File: src/rtl/ft_pkg.sv
// Shared types and default constants for the FT lockstep recovery sequencer.
package ft_pkg;

  typedef enum logic [2:0] {
    IDLE,
    HALT,
    RESET,
    REPLAY,
    SPC,
    RESUME,
    FATAL
  } ft_rec_state_e;

  localparam int DEF_HALT_TIMEOUT = 64;
  localparam int DEF_MAX_RETRIES  = 3;
  localparam int DEF_CLEAN_WINDOW = 1024;

endpackage

File: src/rtl/ft_recovery_seq.sv
// Lockstep error-recovery sequencer: on a comparator mismatch it freezes the shadow state,
// halts/resets both cores, replays the shadow GPRs, restores the PC and resumes.
module ft_recovery_seq
  import ft_pkg::*;
#(
  parameter int ADDR_WIDTH   = 5,
  parameter int HALT_TIMEOUT = DEF_HALT_TIMEOUT,
  parameter int MAX_RETRIES  = DEF_MAX_RETRIES,
  parameter int CLEAN_WINDOW = DEF_CLEAN_WINDOW
) (
  input  logic                  clk_i,
  input  logic                  rst_i,
  input  logic                  error_i,
  input  logic                  halted_i,
  output logic                  we_sgpr_o,
  output logic                  we_spc_o,
  output logic                  halt_o,
  output logic                  reset_o,
  output logic                  replay_we_o,
  output logic [ADDR_WIDTH-1:0] replay_addr_o,
  output logic                  spc_restore_o,
  output logic                  resume_o,
  output logic                  busy_o,
  output logic                  fatal_o,
  output logic [1:0]            retry_cnt_o
);

  localparam int TW = $clog2(HALT_TIMEOUT + 1);
  localparam int CW = $clog2(CLEAN_WINDOW + 1);
  localparam logic [ADDR_WIDTH-1:0] LAST_ADDR = {ADDR_WIDTH{1'b1}};
  localparam logic [1:0]            MAX_R     = 2'(MAX_RETRIES);
  localparam logic [TW-1:0]         TMO_LAST  = TW'(HALT_TIMEOUT - 1);
  localparam logic [CW-1:0]         CLEAN_LAST = CW'(CLEAN_WINDOW - 1);

  ft_rec_state_e   state, state_nx;
  logic [TW-1:0]   timer;
  logic [CW-1:0]   clean_cnt;

  // Write permission is combinational so the mismatching write never lands.
  assign we_sgpr_o = (state == IDLE) & ~error_i;
  assign we_spc_o  = (state == IDLE) & ~error_i;

  always_comb begin
    state_nx      = state;
    halt_o        = 1'b0;
    reset_o       = 1'b0;
    replay_we_o   = 1'b0;
    spc_restore_o = 1'b0;
    resume_o      = 1'b0;
    fatal_o       = 1'b0;
    busy_o        = (state != IDLE);
    case (state)
      IDLE: begin
        if (error_i) state_nx = (retry_cnt_o == MAX_R) ? FATAL : HALT;
      end
      HALT: begin
        halt_o = 1'b1;
        if (halted_i)               state_nx = RESET;
        else if (timer == TMO_LAST) state_nx = FATAL;
      end
      RESET: begin
        halt_o   = 1'b1;
        reset_o  = 1'b1;
        state_nx = REPLAY;
      end
      REPLAY: begin
        halt_o      = 1'b1;
        replay_we_o = 1'b1;
        if (replay_addr_o == LAST_ADDR) state_nx = SPC;
      end
      SPC: begin
        halt_o        = 1'b1;
        spc_restore_o = 1'b1;
        state_nx      = RESUME;
      end
      RESUME: begin
        resume_o = 1'b1;
        if (!halted_i)              state_nx = IDLE;
        else if (timer == TMO_LAST) state_nx = FATAL;
      end
      FATAL: begin
        halt_o  = 1'b1;
        fatal_o = 1'b1;
      end
      default: state_nx = FATAL;
    endcase
  end

  always_ff @(posedge clk_i) begin
    if (rst_i) begin
      state         <= IDLE;
      timer         <= '0;
      clean_cnt     <= '0;
      retry_cnt_o   <= '0;
      replay_addr_o <= '0;
    end else begin
      state <= state_nx;
      // Timer only matters while waiting on the cores' halted handshake.
      if (state_nx != state)                     timer <= '0;
      else if (state == HALT || state == RESUME) timer <= timer + TW'(1);

      if (state == IDLE) begin
        if (error_i) begin
          clean_cnt <= '0;
          if (retry_cnt_o < MAX_R) retry_cnt_o <= retry_cnt_o + 2'd1;
        end else if (clean_cnt == CLEAN_LAST) begin
          clean_cnt   <= '0;
          retry_cnt_o <= '0;
        end else begin
          clean_cnt <= clean_cnt + CW'(1);
        end
      end

      if (state == RESET)
        replay_addr_o <= ADDR_WIDTH'(1);
      else if (state == REPLAY && replay_addr_o != LAST_ADDR)
        replay_addr_o <= replay_addr_o + ADDR_WIDTH'(1);
    end
  end

endmodule

File: config.mk
export PLATFORM = sky130hd
export DESIGN_NAME = ft_recovery_seq
export DESIGN_NICKNAME = d
export VERILOG_FILES = /design/src/rtl/ft_pkg.sv /design/src/rtl/ft_recovery_seq.sv
export SDC_FILE = /design/constraint.sdc
export NUM_CORES = 1
export LEC_CHECK = 0
export CORE_MARGIN = 1.5
export CORE_UTILIZATION = 50
export DETAILED_ROUTE_END_ITERATION = 12
export GPL_ROUTABILITY_DRIVEN = 0
export PLACE_DENSITY = 0.82
export SETUP_SLACK_MARGIN = 0.5
export SYNTH_ARGS = -nofsm -noshare
export SYNTH_HDL_FRONTEND = slang
export SYNTH_SLANG_ARGS = --single-unit
File: constraint.sdc
create_clock -name clk_i -period 4.7 [get_ports clk_i]
set_input_delay 0.94 -clock clk_i [delete_from_list [all_inputs] [get_ports clk_i]]
set_output_delay 0.94 -clock clk_i [all_outputs]
set_load 0.01 [all_outputs]
# ---- Word level (Yosys, flattened, before mapping)
# Index checks and enable logic that the tools add are counted.
dict set report word_totals {
  elab_cells 56
  output_inout_bits 16
  in_bits 4
  reg_bits 28
}
dict set report op_classes {
  bitwise 2
  reduce_logical 10
  order_cmp 1
  eq_ne 13
  muxes 20
  addsub 4
}
# operator count
set ops {}
lappend ops {{11-bit 2-to-1 mux} 2}
lappend ops {{3-bit case mux with 7 select lines} 1}
lappend ops {{3-bit 2-to-1 mux} 6}
lappend ops {{11-bit by 1-bit adder with 11-bit output, second input constant} 1}
lappend ops {{11-bit by 10-bit equality test with 1-bit output, second input constant} 1}
lappend ops {{3-bit equality test, second input constant} 3}
lappend ops {{1-bit 2-to-1 mux} 8}
lappend ops {{7-bit by 1-bit adder with 7-bit output, second input constant} 1}
lappend ops {{7-bit by 6-bit equality test with 1-bit output, second input constant} 1}
lappend ops {{3-bit by 2-bit equality test with 1-bit output, second input constant} 2}
lappend ops {{2-bit 2-to-1 mux} 3}
lappend ops {{5-bit by 1-bit adder with 5-bit output, second input constant} 1}
lappend ops {{5-bit equality test, second input constant} 1}
lappend ops {{5-bit != test, second input constant} 1}
lappend ops {{5-bit OR reduction} 1}
lappend ops {{2-bit nonzero test} 2}
lappend ops {{2-bit OR reduction} 2}
lappend ops {{3-bit by 1-bit equality test with 1-bit output, second input constant} 1}
lappend ops {{3-bit logical NOT} 1}
lappend ops {{3-bit != test} 1}
lappend ops {{3-bit AND reduction} 1}
lappend ops {{3-bit nonzero test} 1}
lappend ops {{2-bit by 1-bit adder with 2-bit output, second input constant} 1}
lappend ops {{2-bit equality test, second input constant} 1}
lappend ops {{6 further kinds} 6}

# ---- Depth between registers and ports, before layout
# Gate-level depths: netlist of the first run.
dict set report logic_depth {
  depth_word 6
  mapped_depth 7
  depth_no_buf 7
}

# ---- Least setup slack after synthesis of the first run
# OpenSTA, ideal clock, no wires.
dict set report synth_path {
  path_type {in2out}
  startpoint {in error_i}
  endpoint {out we_spc_o}
  t_arrival_ps 1386
  required_ps 3760
  n_path_buf 1
  cell_stages 2
  slack_ps 2374
  path_cell_list {nor2_1 buf_4}
}
dict set report synth_via {
  elab_chain_len 2
}
# item line_no
set synth_lines {}
lappend synth_lines {{start: declaration} ft_recovery_seq.sv:13} ;# input logic error_i,
lappend synth_lines {{1-bit NOT} ft_recovery_seq.sv:41} ;# assign we_spc_o = (state == IDLE) & ~error_i;
lappend synth_lines {{1-bit AND} ft_recovery_seq.sv:41}
lappend synth_lines {{end: declaration} ft_recovery_seq.sv:16} ;# output logic we_spc_o,
# Every way passes these cells.

# ---- Worst setup path in the final report of the first run
# Same ends and word-level chain as after synthesis.

==> metrics.yaml, run 1 <==
logic_synthesis:
  synthFlopType: "dfxtp_1"
  synth_area_um2: 1540
  avgSynthCellArea_um2: 8.82
  yosys.area.top_type_share_pct: 36.5
  synth.net_count: 183
  yosysUniqueCellTypes: 47
  netlist_instances: 174
  synth-edff-count: 0
  synth_top_area_cell: "dfxtp_1"
  synth-seq-cells: 28
  async_flop_share_pct: 0
  synth_area_leaders: "dfxtp_1 37%, xor2_1 5.1%, nor2_1 4.4%"
  yosys_warnings: 0
  yosysSeqAreaShare_pct: 36.5
drt:
  wl_per_cell_um: 14.0
  ant_nets: 0
  wl_mm: 3.06
  vias: 1282
  route.detailed.drc: 0
  drt-initial-drc-count: 69
  vias_per_cell: 5.85
  dr.pass1.iters: 5
grt:
  grt_pass1_wl_mm: 5.28
  grt_max_degree: 19
  grt_pass1_vias: 1228
  grt_remaining_overflow: 0
  grt_antenna_before_repair: 0
  track_usage_pct: 19.5
worst_setup_path:
  cp.arrival_ps: 2340
  crit_path_frequent_cell: "clkdlybuf4s50_1"
  crit_chain: "clkdlybuf4s50_1 > nor2_1 > clkdlybuf4s50_1"
  cp.required_ps: 3760
  critPathCaptureType: "output port"
  path_class: "input pin to output port"
  cp_max_fo: 8
  cp_slowest_cell: "clkdlybuf4s50_1"
  start_kind: "input pin"
  cpPeakStageDelay_ps: 590
timing:
  max_slew_margin_pct: 60.5
  hold_viol_final: 0
  rsz0062_at_grt: "no"
  setup_viol: 0
  tightest_slew_ps: 592
  fin_setup_tns_ps: 0
  min_period_over_period_pct: 69.7
  clock.fmax_mhz: 305
  period_minus_slack_ps: 3280
  maxSlewViolCount: 0
  clock_skew_ps: 17.9
pwr:
  power_density_nw_per_um2: 301
  max-vdd-ir-drop_v: 0.000320
  power_leakage_uw: 0.000655
die:
  dieArea_um2: 3410
  num_rows: 19
  coreArea_um2: 2830
  initial_utilization_pct: 54.3
  boundaryPins: 20
  die_h_um: 58.4
  die_w_um: 58.4
cts:
  clockBufferDepth: 2
  cts_tree: "done"
  root_buffer: "clkbuf_4"
  cts_htree_levels: 1
  post_cts_resized: 0
  clkLatencyLatePin_ps: 330
  hold_buffers: 0
  cts_sinks: 28
  clk_pin_slew_worst_paths_ps: 130
  postCtsSetupBuffers: 0
  cts_buffers: 3
placed_design:
  portBuffers: 19
  hpwl_mm: 2.29
cells_and_area:
  syn2layout_area_growth_pct: 15.2
  nFillCells: 244
  n_antenna_cell: 0
  final_cell_mix: "28 x dfxtp_1, 19 x clkdlybuf4s50_1, 18 x nor2_1"
  final_common_cell: "dfxtp_1"
  drive_above_1_share_pct: 6.91
  post-route-util_pct: 62.5
  fin_nets: 198
min_path:
  hold_class: "register to register"
status:
  status: "completed"
flow_run:
  max-cap-violations: 0
area by class of cell:
type / instances / area (um^2) / share of cell area, %
inverters: 4 / 15.0 / 0.849
flip-flops and latches: 28 / 561 / 31.7
well taps: 31 / 38.8 / 2.19
multi-input cells: 133 / 912 / 51.6
clock buffers: 3 / 22.5 / 1.27
repair buffers: 19 / 190 / 10.7
clock inverters: 1 / 30.0 / 1.70
power by group:
part           internal [uW]  total, uW  switching [uW]
clock network           86.3        155            68.4
registers                247        266            18.7
logic                   51.1        111            60.2
cells in the mapped netlist (2+ instances only):
cell       n
a31oi_1    2
buf_2      2
xor2_1     9
a21o_1     2
nand3_1    4
nand2_1   10
and4_1     3
nor3_1    12
nand4b_1   2
nor2_1    18
nand2b_1   6
o21a_1     2
o211ai_1   2
nand3b_1   2
nor2b_1    6
a21oi_1    9
ha_1       5
clkbuf_1   5
a22oi_1    2
dfxtp_1   28
and3_1     5
nand4_1    7
inv_1      3
xnor2_1    5
logic make-up after synthesis:
logic type	share of synthesized area [%]
simple gates	29.8
fa+ha+maj	4.07
buf+inv	4.07
xor+xnor	7.99
mux	1.39
flops	36.5
compound gates	16.1
sequential cells by signal, summed over array words and instances (netlist names):
name           cells
clean_cnt         11
retry_cnt_o        2
state              3
replay_addr_o      5
timer              7
layer usage:
metal  routed length, um  GRT usage [%]
met2                1480           32.4
met5                   0              0
met4                  16           7.31
met1                1430           25.0
met3                 132           3.74
path summary, 6_finish.rpt:
kind / startpoint / slack (ps) / depth (start not counted) / endpoint
setup / recovery: error_i / 1420 / 3 / we_spc_o
hold / removal: clean_cnt[10] / 500 / 1 / clean_cnt[10]
setup reg to reg: state[1] / 2820 / 5 / clean_cnt[7]
hold reg to reg: clean_cnt[10] / 500 / 1 / clean_cnt[10]
per-stage QoR:
stage	instances	hold slack [ps]	area, um^2	total power, uW	setup slack, ps
detailed placement	215	467	1720	381	1450
global route	219	520	1770	558	1280
finish	219	501	1770	532	1420
global placement	215	455	1720	378	1500
CTS	219	503	1770	536	1410
floorplan	174	445	1540	347	2370
critical path, delay by kind of cell:
family	cells	cell delay, ps
buffers and inverters	2	1130
and+or+nand+nor	1	270
(Power assumes the default switching activity.)
==> run 2, diff against run 1 <==
--- a/config.mk
+++ b/config.mk
@@ -6,10 +6,10 @@
 export NUM_CORES = 1
 export LEC_CHECK = 0
 export CORE_MARGIN = 1.5
-export CORE_UTILIZATION = 50
+export CORE_UTILIZATION = 49
 export DETAILED_ROUTE_END_ITERATION = 12
 export GPL_ROUTABILITY_DRIVEN = 0
-export PLACE_DENSITY = 0.82
+export PLACE_DENSITY = 0.84
 export SETUP_SLACK_MARGIN = 0.5
 export SYNTH_ARGS = -nofsm -noshare
 export SYNTH_HDL_FRONTEND = slang
==> constraint.sdc (replaced) <==
create_clock -name clk_i -period 2.85 [get_ports clk_i]
set_input_delay 0.57 -clock clk_i [delete_from_list [all_inputs] [get_ports clk_i]]
set_output_delay 0.57 -clock clk_i [all_outputs]
set_load 0.01 [all_outputs]
==> metrics.yaml, run 2 (synthesis results as in run 1) <==
die:
  die_h_um: 59.0
  dieArea_um2: 3480
  boundaryPins: 20
  coreArea_um2: 3000
  num_rows: 20
  die_w_um: 59.0
  initial_utilization_pct: 51.1
worst_setup_path:
  critPathCaptureType: "output port"
  cp.arrival_ps: 1700
  crit_chain: "buf_4 > nand3b_1 > inv_1 > clkdlybuf4s50_1"
  reg2reg_depth: 5
  cp_slowest_cell: "clkdlybuf4s50_1"
  worstReg2RegEnd: "timer[2]"
  rrSetupSlack_ps: 990
  worst_r2r_startpoint: "timer[0]"
  cp_max_fo: 17
  path_class: "register to output port"
  cpPeakStageDelay_ps: 550
  startpoint: "state[2]"
  start_kind: "register"
  cp.required_ps: 2280
cells_and_area:
  reg.largest.list: "clean_cnt: 11 flops, timer: 7 flops, replay_addr_o: 5 flops"
  largest_reg_flops: 11
  seq_area_um2: 567
  drive_above_1_share_pct: 13.7
  final_cell_mix: "25 x dfxtp_1, 17 x nor2_1, 15 x clkdlybuf4s50_1"
  n_antenna_cell: 0
  final_common_cell: "dfxtp_1"
  nFillCells: 251
  top_register: "clean_cnt"
  syn2layout_area_growth_pct: 20.0
  fin_nets: 208
  multi_input_area_um2: 922
pwr:
  power_density_nw_per_um2: 446
  power_leakage_uw: 0.000744
  max-vdd-ir-drop_v: 0.000400
  power_uw: 821
min_path:
  min_from: "clean_cnt[10]"
  hold_end: "clean_cnt[10]"
  hold_class: "register to register"
  hold_depth: 1
timing:
  hold_viol_final: 0
  holdWs_ps: 495
  fin_setup_tns_ps: 0
  rsz0062_at_grt: "no"
  finalWorstSetupSlack_ps: 578
  setup_viol: 0
  max_slew_margin_pct: 70.6
  clock.fmax_mhz: 440
  tightest_slew_ps: 441
  min_period_over_period_pct: 79.7
  clock_skew_ps: 8.44
  maxSlewViolCount: 0
  period_minus_slack_ps: 2270
cts:
  cts_htree_levels: 1
  cts_sinks: 28
  clkLatencyLatePin_ps: 340
  cts_buffers: 3
  cts_tree: "done"
  clk_pin_slew_worst_paths_ps: 160
  clockBufferDepth: 2
  root_buffer: "clkbuf_4"
drt:
  vias: 1378
  met2WireLength_mm: 1.77
  dr_wl_met3_um: 154
  wl_per_cell_um: 15.1
  vias_per_cell: 5.99
  route.detailed.drc: 0
  m1WireLength_mm: 1.45
  drt-initial-drc-count: 90
  routed.top_layer: "met4"
  dr.pass1.iters: 4
  ant_nets: 0
  wl_mm: 3.46
placed_design:
  portBuffers: 19
  place_ws_ps: 389
  hpwl_mm: 2.59
grt:
  grt_max_degree: 18
  grt_pass1_vias: 1309
  grt_remaining_overflow: 0
  grt_pass1_wl_mm: 5.78
  grt_antenna_before_repair: 0
  track_usage_pct: 21.6
flow_run:
  max-cap-violations: 0
status:
  status: "completed"
-- run 2: changes by cell type in the layout (fill, tap and decap cells not counted), moves of 2 or more --
cell | previous run | this run
dlymetal6s2s_1 | 0 | 3
dfxtp_1 | 28 | 25
dfxtp_2 | 0 | 2
clkdlybuf4s50_1 | 19 | 15
buf_4 | 0 | 10
-- run 2: timing repair --
item                       in CTS  in global routing
setup endpoints to repair       7                  6
pin swaps                       1                  1
setup buffers                   2                  3
gates resized for setup         8                  4
hold buffers                    0                  0
-- run 2: power by group --
part | switching [uW] | internal [uW] | total (uW) | leakage [uW]
clock | 121 | 49.8 | 171 | 0.0000138
sequential | 21.4 | 409 | 430 | 0.000228
combinational | 118 | 102 | 220 | 0.000502
total | 261 | 560 | 821 | 0.000744
-- run 2: cell type report --
type                            instances  share of cell area (%)
Clock buffer                            3                    1.22
Inverter                                4                   0.951
Multi-Input combinational cell        133                    50.1
Sequential cell                        28                    30.8
Tap cell                               33                    2.24
Timing Repair Buffer                   29                    14.7
-- run 2: metrics by stage --
| step | cells | instance area (um^2) | util, % |
|---|---|---|---|
| finish | 230 | 1840 | 61.3 |
| global placement | 222 | 1760 | 58.5 |
| detailed placement | 222 | 1760 | 58.5 |
| floorplan | 174 | 1540 | - |
| CTS | 227 | 1810 | 60.3 |
| global route | 230 | 1840 | 61.3 |
-- run 2: critical path: cells and delay by family, from the launching register on --
| kind | cells | cell delay [ps] |
|---|---|---|
| flip-flops | 1 | 370 |
| buffers and inverters | 3 | 810 |
| AND/OR/NAND/NOR | 1 | 180 |
-- run 2: worst max path at each step --
stage | end | slack (ps) | cells past startpoint
global placement | we_sgpr_o | 500 | 4
CTS | we_spc_o | 510 | 4
global route | spc_restore_o | 510 | 3
floorplan | we_spc_o | 950 | 6
detailed placement | we_sgpr_o | 390 | 4
finish | replay_we_o | 580 | 4
-- run 2: layer usage --
layer / track usage [%] / vias up
li1: - / 677
met1: 26.0 / 649
met2: 36.3 / 41
met3: 5.46 / 11
met4: 9.42 / 0
met5: 0 / -
